===== src/rtl/uart_rx_flex.sv =====
// uart_rx_flex: oversampling UART receiver with majority-voted sampling,
// configurable data/parity/stop bits and a valid/ready word handoff.
module uart_rx_flex #(
    parameter int OVERSAMPLE  = 16,
    parameter int DATA_BITS   = 8,
    parameter int PARITY_MODE = 0,
    parameter int STOP_BITS   = 1,
    parameter int SYNC_STAGES = 2
) (
    input  logic                 clk,
    input  logic                 rst_n,
    input  logic                 rx_raw,
    input  logic                 sample_tick,
    output logic [DATA_BITS-1:0] data_out,
    output logic                 data_valid,
    input  logic                 data_ready,
    output logic                 framing_err,
    output logic                 parity_err,
    output logic                 overrun_err,
    output logic                 busy
);
    localparam int TW = $clog2(OVERSAMPLE);
    localparam int BW = $clog2(DATA_BITS + 1);
    localparam int M  = OVERSAMPLE / 2;
    localparam logic [TW-1:0] T_ML  = TW'(M - 1);
    localparam logic [TW-1:0] T_M   = TW'(M);
    localparam logic [TW-1:0] T_MP  = TW'(M + 1);
    localparam logic [TW-1:0] T_END = TW'(OVERSAMPLE - 1);

    typedef enum logic [2:0] {IDLE, START, DATA, PARITY, STOP, WAIT_IDLE} state_t;

    state_t                 state_q, state_d;
    logic [SYNC_STAGES-1:0] sync_q;
    logic [TW-1:0]          tick_q, tick_d;
    logic [BW-1:0]          bit_q, bit_d;
    logic [1:0]             smp_q, smp_d;
    logic [DATA_BITS-1:0]   shift_q, shift_d, dout_q, dout_d;
    logic                   fe_q, fe_d, pe_q, pe_d;
    logic                   valid_q, valid_d, ferr_q, ferr_d, perr_q, perr_d, ovr_q, ovr_d;
    logic                   rx_s, maj, at_mid, at_end, done;

    assign rx_s   = sync_q[SYNC_STAGES-1];
    assign maj    = (smp_q[0] & smp_q[1]) | (smp_q[0] & rx_s) | (smp_q[1] & rx_s);
    assign at_mid = sample_tick && tick_q == T_MP;
    assign at_end = sample_tick && tick_q == T_END;

    always_comb begin
        state_d = state_q;
        tick_d  = tick_q;
        bit_d   = bit_q;
        smp_d   = smp_q;
        shift_d = shift_q;
        fe_d    = fe_q;
        pe_d    = pe_q;
        dout_d  = dout_q;
        valid_d = valid_q;
        ferr_d  = ferr_q;
        perr_d  = perr_q;
        ovr_d   = 1'b0;
        done    = 1'b0;
        if (sample_tick) begin
            tick_d = (tick_q == T_END) ? '0 : tick_q + TW'(1);
            if (tick_q == T_ML) smp_d[0] = rx_s;
            if (tick_q == T_M)  smp_d[1] = rx_s;
        end
        case (state_q)
            IDLE: if (sample_tick && !rx_s) begin
                tick_d  = '0;
                fe_d    = 1'b0;
                pe_d    = 1'b0;
                state_d = START;
            end
            START: begin
                if (at_mid && maj) state_d = IDLE;
                else if (at_end) begin
                    state_d = DATA;
                    bit_d   = '0;
                end
            end
            DATA: begin
                if (at_mid) shift_d = {maj, shift_q[DATA_BITS-1:1]};
                if (at_end) begin
                    if (bit_q == BW'(DATA_BITS - 1)) begin
                        bit_d   = '0;
                        state_d = (PARITY_MODE != 0) ? PARITY : STOP;
                    end else bit_d = bit_q + BW'(1);
                end
            end
            PARITY: begin
                if (at_mid) pe_d = ^shift_q ^ maj ^ (PARITY_MODE == 2);
                if (at_end) state_d = STOP;
            end
            STOP: begin
                if (at_mid) begin
                    fe_d = fe_q | !maj;
                    // finishing mid-bit leaves half a bit to catch an early start edge
                    if (bit_q == BW'(STOP_BITS - 1)) begin
                        done    = 1'b1;
                        state_d = maj ? IDLE : WAIT_IDLE;
                    end
                end else if (at_end) bit_d = bit_q + BW'(1);
            end
            WAIT_IDLE: if (sample_tick && rx_s) state_d = IDLE;
            default: state_d = IDLE;
        endcase
        if (done && (!valid_q || data_ready)) begin
            dout_d  = shift_q;
            ferr_d  = fe_q | !maj;
            perr_d  = pe_q;
            valid_d = 1'b1;
        end else begin
            ovr_d = done;
            if (valid_q && data_ready) valid_d = 1'b0;
        end
    end

    always_ff @(posedge clk) begin
        if (!rst_n) begin
            state_q <= IDLE;
            sync_q  <= '1;
            tick_q  <= '0;
            bit_q   <= '0;
            smp_q   <= '0;
            shift_q <= '0;
            fe_q    <= 1'b0;
            pe_q    <= 1'b0;
            dout_q  <= '0;
            valid_q <= 1'b0;
            ferr_q  <= 1'b0;
            perr_q  <= 1'b0;
            ovr_q   <= 1'b0;
        end else begin
            state_q <= state_d;
            sync_q  <= {sync_q[SYNC_STAGES-2:0], rx_raw};
            tick_q  <= tick_d;
            bit_q   <= bit_d;
            smp_q   <= smp_d;
            shift_q <= shift_d;
            fe_q    <= fe_d;
            pe_q    <= pe_d;
            dout_q  <= dout_d;
            valid_q <= valid_d;
            ferr_q  <= ferr_d;
            perr_q  <= perr_d;
            ovr_q   <= ovr_d;
        end
    end

    assign data_out    = dout_q;
    assign data_valid  = valid_q;
    assign framing_err = ferr_q;
    assign parity_err  = perr_q;
    assign overrun_err = ovr_q;
    assign busy        = state_q != IDLE;
endmodule


===== config.mk =====
export PLATFORM = sky130hd
export DESIGN_NAME = uart_rx_flex
export DESIGN_NICKNAME = d
export VERILOG_FILES = /design/src/rtl/uart_rx_flex.sv
export SDC_FILE = /design/constraint.sdc
export NUM_CORES = 1
export LEC_CHECK = 0
export ABC_AREA = 1
export CAP_MARGIN = 20
export CORE_ASPECT_RATIO = 0.9
export CORE_MARGIN = 2
export CORE_UTILIZATION = 56
export DETAILED_ROUTE_END_ITERATION = 12
export PLACE_DENSITY_LB_ADDON = 0.3
export SYNTH_ARGS = -nofsm -noshare
export SYNTH_HDL_FRONTEND = slang
export SYNTH_SLANG_ARGS = --single-unit

===== constraint.sdc =====
create_clock -name clk -period 1.7 [get_ports clk]
set_clock_uncertainty 0.1 [all_clocks]
set_input_delay 0.34 -clock clk [delete_from_list [all_inputs] [get_ports clk]]
set_output_delay 0.34 -clock clk [all_outputs]
set_load 0.02 [all_outputs]

==> impl_results.md <==
- Status: finished clean
- Finished Cell Area: 2480 sq um
- Most frequent cells in the layout: nand2_1, dfxtp_1, buf_4, a21oi_1, inv_1
- DR vias: 1839
- Number of global-route vias before repair: 1608
- Post-Synthesis Cells: 262
- Worst IR drop on VDD: 0.800 mV
- Largest stage delay on the critical path: 0.60 ns
- Post-DR vias/cell: 5.21
- Clk sinks: 37
- Synth Register Bits: 37
- Peak fanout along the critical path: 2
- Pre-Repair DR Iteration Count: 4
- RSZ-0062 raised after global routing: yes
- Placed cells: 340
- CTS Buf Count: 5
- Initial antenna violation count: 0
- Reg area: 747 sq um
- Slew Viols, Final: 0
- # diodes: 0
- Die width: 65.5 um
- Sum of buffers and inverters on the critical path: 1
- Grt total ovfl: 0
- Share of layout cells above drive strength 1: 25.6%
- Placed Instance Area: 2260 sq um
- Slowest cell on the critical path: clkdlybuf4s50_1
- Largest net degree at the start of global routing: 16
- First-pass GRT wire length: 7.29 mm
- H-tree levels: 2
- Min cycle time layout: 1.67 ns
- DR DRC count: 0
- Non-Filler Instances: 353
- CTS tree: built
- LEAKAGE: 1.17 nW
- Sequential share of the synthesized area: 38.9%
- Row count: 20
- Port bufs: 17
- Final net count: 318
- Number of max-cap violations: 0
- Drt wl/cell: 13.1 um
- DRT iter0 DRCs: 134
- I/O pin count: 18
- HPWL after DPL: 3.20 mm
- Commonest non-fill, non-tap cell in the layout: nand2_1
- Routability Congestion: 0.915
- Final setup viols: 0
- Area Growth Syn to Fin: 30.6%
- DRT Wirelength: 4.63 mm
- Worst Tran Pin Value: 0.333 ns
- Post-synth design cell area: 1900 sq um
- Worst-path clk slew: 0.08 ns
- Die Ht: 59.3 um
- Netlist cell types: 31
- P per Cell Area: 864 nW/um^2
- Clk buf depth: 2
- Gr usage total: 25.0%
- Fillers: 243
- Initial Util: 57.6%
- Die footprint: 3880 sq um
- Startpoint Class: flop
- WP data required: 1.26 ns
- YS warnings: 0
- Peak Freq: 599 MHz
- Slew Limit Headroom: 77.7%
- Tcrit/Tclk final: 98.2%
- Worst setup margin: 0.0309 ns
- Synth Net Count: 272
- Worst skew pair latency: 0.30 ns
- Worst hold slack: 0.329 ns
- Area taken by multi-input logic gates: 1060 sq um
- Core box area: 3300 sq um
- Root Driver: clkbuf_8
- CTS Hold Bufs: 0
- Setup Slack @ Placement: -0.266 ns
- Cell breakdown of the critical path: clkdlybuf4s50_1
- Delay-heaviest family, CP: buffers and inverters
- Final core utilization: 75.2%
- Avg Inst Size Synth: 7.26 sq um
- Final hold vios: 0
- Data arrival time of the worst path: 1.23 ns
- Worst Path Class, Setup: flop to output port
- Crit. End Element: output port
- Post-DRT Antenna Nets: 0
- Worst hold path type: flop to flop
==> metrics by stage <==
step | TNS, ns | total power (W)
6_report | 0 | 0.00215
3_5_place_dp | -5.33 | 0.00148
5_1_grt | -0.0997 | 0.00224
4_1_cts | 0 | 0.00212
3_3_place_gp | -4.01 | 0.00147
2_1_floorplan | 0 | 0.00131
==> sequential cells by signal, summed over array words and instances, names as in the netlist <==
signal       flops
data_out         8
shift_q          8
bit_q            4
tick_q           4
state_q          3
smp_q            2
sync_q           2
data_valid       1
fe_q             1
framing_err      1
overrun_err      1
parity_err       1
pe_q             1
==> what timing repair did <==
action	in CTS	in global routing
pin swaps	0	7
gates cloned	0	1
endpoints found under the setup margin	6	34
buffers inserted	0	4
gates resized for setup	4	27
==> layer usage <==
layer | share of wire (%) | track usage, % | up-vias
met5 | 0 | 0 | -
met3 | 4.0 | 5.13 | 7
li1 | - | - | 943
met2 | 48 | 39.7 | 37
met4 | 1.9 | 11.6 | 0
met1 | 46 | 33.0 | 852
==> where the power goes <==
group          switching, W  leakage, nW  internal (W)  total (W)
Clock              0.000334       0.0512      0.000329   0.000663
Sequential        0.0000351        0.301      0.000898   0.000934
Combinational      0.000334        0.820      0.000216   0.000550
==> cell type report <==
cell class | instances | area share, %
Multi-Input combinational cell | 187 | 42.8
Sequential cell | 37 | 30.1
Timing Repair Buffer | 45 | 16.2
Inverter | 32 | 4.83
Clock buffer | 6 | 3.32
Tap cell | 44 | 2.22
Clock inverter | 2 | 0.554
==> logic make-up after synthesis <==
| group | count (synthesis) | share of synthesized area, % |
|---|---|---|
| AOI/OAI and AO/OA | 49 | 15.1 |
| DFF | 37 | 38.9 |
| buffers and inverters | 39 | 8.61 |
| adders and majority gates | 5 | 3.29 |
| and+or+nand+nor | 131 | 33.7 |
| xor gates and xnor gates | 1 | 0.460 |
==> worst paths after layout <==
| check | from | end | slack, ns | cells past startpoint |
|---|---|---|---|---|
| setup / recovery | parity_err | parity_err | 0.03 | 1 |
| hold / removal | sync_q[0] | sync_q[1] | 0.33 | 1 |
| setup reg to reg | tick_q[0] | parity_err | 0.05 | 8 |
| hold reg to reg | sync_q[0] | sync_q[1] | 0.33 | 1 |
==> synth_stat cells <==
library cell  count  area [sq um]
o21ai_0          15          75.1
nand4_4           1          21.3
nand3_2           2          20.0
clkbuf_1          2          7.51
nor2_1           20          75.1
inv_2             7          26.3
nand4_1           3          18.8
a31oi_4           1          21.3
nand3_1          20           100
o21a_1            1          7.51
a211oi_1          3          22.5
buf_2             2          10.0
clkinv_1          1          3.75
buf_6             1          11.3
nand2_2           5          31.3
xor2_1            1          8.76
a21oi_2           1          8.76
nand2_1          66           248
or2_2             3          18.8
a21oi_1          26           130
nor2_4            3          33.8
a211oi_2          1          12.5
nor3_2            1          10.0
dfxtp_1          37           741
buf_4             2          15.0
nand2_4           1          11.3
a311oi_1          1          8.76
inv_1            24          90.1
nor3_4            2          32.5
ha_1              5          62.6
nor3_1            4          20.0
Power figures use the tool's default switching activity.
